`config.mk`:
```
export PLATFORM = sky130hd
export DESIGN_NAME = result_output_buffer
export DESIGN_NICKNAME = d
export VERILOG_FILES = /design/src/rtl/systolic_pkg.sv /design/src/rtl/sync_fifo.sv /design/src/rtl/result_output_buffer.sv
export SDC_FILE = /design/constraint.sdc
export NUM_CORES = 2
export LEC_CHECK = 0
export CAP_MARGIN = 0
export CORE_AREA = 2 2 439 441
export CTS_CLUSTER_SIZE = 25
export DETAILED_ROUTE_END_ITERATION = 10
export DIE_AREA = 0 0 441 443
export SLEW_MARGIN = 20
export SYNTH_ARGS = -nofsm -noshare
export SYNTH_HDL_FRONTEND = slang
export SYNTH_HIERARCHICAL = 1
export SYNTH_SLANG_ARGS = --single-unit
```
`constraint.sdc`:
```
create_clock -name clk -period 20.5 [get_ports clk]
set_clock_uncertainty 0.15 [all_clocks]
set_input_delay 3.075 -clock clk [delete_from_list [all_inputs] [get_ports clk]]
set_output_delay 3.075 -clock clk [all_outputs]
set_load 0.01 [all_outputs]
```
`src/rtl/systolic_pkg.sv`:
```
// Shared constants and types for the systolic array and its drain/transmit path.
package systolic_pkg;

    localparam int ARRAY_SIZE  = 4;
    localparam int DATA_WIDTH  = 32;
    localparam int IFACE_WIDTH = 64;

    // Width of one full result row, also used by the array and drain logic.
    localparam int ROW_WIDTH   = ARRAY_SIZE * DATA_WIDTH;

    // Serialiser state encoding.
    typedef enum logic {
        ST_IDLE = 1'b0,
        ST_SEND = 1'b1
    } ser_state_t;

endpackage

```
`src/rtl/sync_fifo.sv`:
```
// Single-clock row queue with occupancy count; storage is not reset.
module sync_fifo #(
    parameter int WIDTH      = 128,
    parameter int DEPTH      = 16,
    parameter int ADDR_WIDTH = 4
) (
    input  logic                  clk,
    input  logic                  rst_n,
    input  logic                  push,
    input  logic                  pop,
    input  logic [WIDTH-1:0]      wr_data,
    output logic [WIDTH-1:0]      rd_data,
    output logic                  full,
    output logic                  empty,
    output logic [ADDR_WIDTH:0]   count
);

    logic [WIDTH-1:0]      mem [DEPTH];
    logic [ADDR_WIDTH-1:0] head;
    logic [ADDR_WIDTH-1:0] tail;
    logic                  do_push;
    logic                  do_pop;

    localparam logic [ADDR_WIDTH-1:0] LAST_SLOT = ADDR_WIDTH'(DEPTH - 1);
    localparam logic [ADDR_WIDTH:0]   FULL_CNT  = (ADDR_WIDTH + 1)'(DEPTH);

    assign full    = (count == FULL_CNT);
    assign empty   = (count == '0);
    assign do_push = push & ~full;
    assign do_pop  = pop & ~empty;
    assign rd_data = mem[head];

    // Row storage write port; contents are deliberately left unreset.
    always_ff @(posedge clk) begin
        if (do_push) begin
            mem[tail] <= wr_data;
        end
    end

    // Pointer and occupancy tracking; pointers wrap at DEPTH.
    always_ff @(posedge clk or negedge rst_n) begin
        if (!rst_n) begin
            head  <= '0;
            tail  <= '0;
            count <= '0;
        end else begin
            if (do_push) begin
                tail <= (tail == LAST_SLOT) ? '0 : tail + 1'b1;
            end
            if (do_pop) begin
                head <= (head == LAST_SLOT) ? '0 : head + 1'b1;
            end
            case ({do_push, do_pop})
                2'b10:   count <= count + 1'b1;
                2'b01:   count <= count - 1'b1;
                default: count <= count;
            endcase
        end
    end

endmodule

```
`src/rtl/result_output_buffer.sv`:
```
// Transmit path: queues result rows from the array and serialises each row
// into 64-bit words over a valid/ready handshake, low word first.
//
//  state   | meaning
//  --------+-------------------------------------------------------------
//  ST_IDLE | no row in flight; loads the next row as soon as one is queued
//  ST_SEND | presenting shreg[63:0]; advances on out_ready, chains rows
module result_output_buffer #(
    parameter int ARRAY_SIZE = systolic_pkg::ARRAY_SIZE,
    parameter int DATA_WIDTH = systolic_pkg::DATA_WIDTH,
    parameter int DEPTH      = 16,
    parameter int ADDR_WIDTH = 4
) (
    input  logic                               clk,
    input  logic                               rst_n,
    input  logic [ARRAY_SIZE*DATA_WIDTH-1:0]   result_row,
    input  logic                               result_valid,
    output logic                               result_ready,
    output logic [systolic_pkg::IFACE_WIDTH-1:0] out_data,
    output logic                               out_valid,
    input  logic                               out_ready,
    output logic                               out_last,
    output logic [ADDR_WIDTH:0]                count,
    output logic                               idle
);

    import systolic_pkg::*;

    localparam int ROW_W = ARRAY_SIZE * DATA_WIDTH;
    localparam int WORDS = ROW_W / IFACE_WIDTH;
    localparam int IDX_W = (WORDS > 1) ? $clog2(WORDS) : 1;
    localparam logic [IDX_W-1:0] LAST_IDX = IDX_W'(WORDS - 1);

    ser_state_t        state;
    logic [ROW_W-1:0]  shreg;
    logic [IDX_W-1:0]  word_idx;
    logic [IDX_W-1:0]  idx_next;
    logic [ROW_W-1:0]  fifo_rd_data;
    logic              fifo_full;
    logic              fifo_empty;
    logic              push;
    logic              pop;
    logic              row_done;

    assign result_ready = ~fifo_full;
    assign push         = result_valid & result_ready;
    assign row_done     = (state == ST_SEND) & out_ready & out_last;
    // Load a row either from idle or back-to-back when the last word leaves.
    assign pop          = ((state == ST_IDLE) | row_done) & ~fifo_empty;
    assign idx_next     = word_idx + IDX_W'(1);
    assign out_data     = shreg[IFACE_WIDTH-1:0];
    assign idle         = (state == ST_IDLE) & fifo_empty;

    sync_fifo #(
        .WIDTH      (ROW_W),
        .DEPTH      (DEPTH),
        .ADDR_WIDTH (ADDR_WIDTH)
    ) u_fifo (
        .clk     (clk),
        .rst_n   (rst_n),
        .push    (push),
        .pop     (pop),
        .wr_data (result_row),
        .rd_data (fifo_rd_data),
        .full    (fifo_full),
        .empty   (fifo_empty),
        .count   (count)
    );

    // Serialiser FSM with registered handshake outputs and shift register.
    always_ff @(posedge clk or negedge rst_n) begin
        if (!rst_n) begin
            state     <= ST_IDLE;
            shreg     <= '0;
            word_idx  <= '0;
            out_valid <= 1'b0;
            out_last  <= 1'b0;
        end else begin
            if (state == ST_IDLE) begin
                if (!fifo_empty) begin
                    state     <= ST_SEND;
                    shreg     <= fifo_rd_data;
                    word_idx  <= '0;
                    out_valid <= 1'b1;
                    out_last  <= (WORDS == 1);
                end
            end else if (out_ready) begin
                if (!out_last) begin
                    shreg    <= shreg >> IFACE_WIDTH;
                    word_idx <= idx_next;
                    out_last <= (idx_next == LAST_IDX);
                end else if (!fifo_empty) begin
                    shreg    <= fifo_rd_data;
                    word_idx <= '0;
                    out_last <= (WORDS == 1);
                end else begin
                    // Clear the shifter so out_data reads zero while idle.
                    state     <= ST_IDLE;
                    shreg     <= '0;
                    word_idx  <= '0;
                    out_valid <= 1'b0;
                    out_last  <= 1'b0;
                end
            end
        end
    end

endmodule
```
==> metrics.txt <==
final wirelength=211 mm; Mapped Cells=4199; DRC=0; ys async rst share=6.57%; r2r worst-path depth=8; Layout Nets=4529; Reg2Reg Capture Point=shreg[9]$_DFFE_PN0P_; worst reg2reg startpoint=u_fifo/head[0]$_DFFE_PN0P_; site row count=161; CP most frequent cell=buf_4; Critical Path End=u_fifo/mem[5][1]$_DFFE_PP_; vias=42200; register clock-pin slew on the reported worst setup and hold paths=0.06 ns; CP Launch Type=primary input; drt first-iter violations=3990; CTS Hold Bufs=0; Syn. warnings=6; Tmin final=6.81 ns; CP Depth=8; Tcrit/Tclk final=33.2%; Max VDD drop=106 µV; share of the synthesized area in the top cell type=72.1%; worst-path cell chain=clkdlybuf4s50_1 -> nor2b_1 -> a21boi_0 -> buf_4 -> nand2_1 -> nor2_4 -> buf_4 -> buf_4; P&R area growth vs syn=13.1%; Cell Pwr Density=140 nW/µm²; most common cell in the netlist=edfxtp_1; Distinct cells, synth=44; GRT Total Usage=21.6%; most area-consuming cells after synthesis=edfxtp_1, mux4_2, mux2i_1, dfrtp_1, a221oi_2; Chip Width=441 µm; Synth Area in Simple Gates=1.29%; overall power=13.5 mW; DR pass1 iterations=5; Compound-Gate Fraction of Synth Area=7.07%; fin. max-slew vios=0; clk_lat worst skew=0.85 ns; Cell Area, Synth=85400 µm²; H-tree depth=4; post-synthesis sequential area ratio=76.3%; Synth Area in Adders=0.170%; GPL Wtd Cong=0.762; unrepaired setup endpoints after global routing=false; fill count=15100; num ports=205; path type of the worst setup path=primary input to flip-flop; Yosys reg bits=2192; setup bufs post-CTS=0; final-report hold violation count=0; Critical path origin=result_valid; Synth Area per Inst=20.3 µm²; Synth area leader=edfxtp_1; MaxCap Viol Count=0; CP Max Fanout=54; final core occ=50.5%; IO buf count=204; CP bufs+invs=4; number of global-route vias before repair=42200; vias per cell=5.94; Starting Density=44.6%; CP max stage cell=buf_4; Post-DP HPWL=112 mm; Antenna Violating Nets Remaining=0; largest family of logic cells by synthesized area=multiplexers; Tightest Pin Transition=1.21 ns; Core Area=191000 µm²; Slew Limit Headroom=19.2%; top_reg_cell synth=edfxtp_1; endpoints failing setup=0; EDFF count, synth=2048; crit-path max cell delay=0.93 ns; largest net degree at the start of global routing=129; Req. time, crit path=20.81 ns; post-synthesis xor/xnor area fraction=0.0616%; Final Cell Area=96500 µm²; P_leak=32.2 nW; CP arrival=7.12 ns; Reg2Reg Setup Slack=14.48 ns; clock tree from TritonCTS=built; Syn Nets=4342; clock sinks=2192; Setup TNS Final=0 ns; Die Area=195000 µm²; GRT overflow=0; multiplexer area fraction after synthesis=12.8%; WL per Instance=29.7 µm; fraction of layout cells with a size suffix above 1=18.0%; die height=443 µm; status=complete, no violations; type of the worst min-delay path=flip-flop to flip-flop; clk root buf=clkbuf_16; first-pass GRT wire length=305 mm; top cells by count, synth=edfxtp_1, mux2i_1, mux4_2, dfrtp_1; CTS Buffer Depth=3; total CTS buffers=218; initial antenna violation count=32; PostCTS Resize Cnt=0; Cell Area, Placed=89600 µm²; Worst setup EP type=flip-flop; fmax=147 MHz; Top Family by Delay on Critical Path=buffers and inverters
==> worst min-delay path by stage <==
stage                                 from                     end  cells after the start
global route        shreg[117]$_DFFE_PN0P_  shreg[117]$_DFFE_PN0P_                      1
global placement     shreg[67]$_DFFE_PN0P_   shreg[67]$_DFFE_PN0P_                      1
detailed placement  shreg[106]$_DFFE_PN0P_  shreg[106]$_DFFE_PN0P_                      1
finish               shreg[68]$_DFFE_PN0P_   shreg[68]$_DFFE_PN0P_                      1
CTS                  shreg[66]$_DFFE_PN0P_   shreg[66]$_DFFE_PN0P_                      1
floorplan           shreg[119]$_DFFE_PN0P_  shreg[119]$_DFFE_PN0P_                      1
==> placed cells by master, fill, tap and decap left out, types with 66 or more instances in the layout <==
cell                n
edfxtp_1         2048
mux2i_1           509
mux4_2            259
clkbuf_16         223
clkdlybuf4s50_1   203
nand2_1           140
dfrtp_1           140
a221oi_2          140
a22oi_1           127
a221oi_1          114
o21ai_0            91
buf_4              67
a22o_1             66
==> registers in the layout, summed over array words and instances (netlist names) <==
name          cells
u_fifo/count      5
state             1
u_fifo/tail       4
u_fifo/mem     2048
out_valid         1
word_idx          1
u_fifo/head       4
shreg           128
==> metrics by stage <==
| stage | hold slack, ns | std cells | setup slack, ns |
|---|---|---|---|
| final | 0.345 | 7113 | 13.69 |
| after CTS | 0.344 | 7101 | 13.69 |
| after floorplan | 0.308 | 4199 | 7.12 |
| after global routing | 0.364 | 7111 | 13.51 |
| after global placement | 0.324 | 6691 | 12.69 |
| after detailed placement | 0.326 | 6692 | 12.79 |
==> where the power goes <==
part           internal, mW  switching (mW)  leakage [nW]  total, mW
Sequential             5.41           0.264          20.3       5.67
Clock                  2.17            1.67          3.39       3.84
Combinational          1.55            2.45          8.46       3.99
Total                  9.12            4.39          32.2       13.5
==> cells by family (layout without fill, tap and decap cells) <==
kind of cell | Yosys count | after routing
compound gates | 658 | 658
xor+xnor | 6 | 6
fa+ha+maj | 11 | 11
buf+inv | 323 | 699
flops | 2192 | 2192
mux | 771 | 771
other cells | 0 | 12
simple gates | 238 | 238
==> worst register-to-register path, delay by kind of cell, from the launching register on <==
family                 cells  cell delay (ns)
buffers and inverters      4             3.44
DFF                        1             0.96
and+or+nand+nor            1             0.09
muxes                      1             0.73
AOI/OAI and AO/OA          2             0.52
==> metal layers <==
layer  vias to the layer above  wire (µm)  global-route usage, %
li1                      17900          -                      -
met1                     22700      91400                   31.2
met2                      1395     103000                   34.3
met3                       285      11600                   2.81
met4                         2       5070                   6.39
met5                         -          8                      0
==> layout make-up <==
class	count	area, µm²	area share (%)
clock buffer	290	6000	6.22
clock inverter	119	930	0.963
inverter	6	30.0	0.0311
timing repair buffer	284	2820	2.92
sequential	2192	65100	67.5
antenna	12	30.0	0.0311
tap	2526	3160	3.27
multi-input combinational	1684	18400	19.1
(Power assumes the default switching activity.)
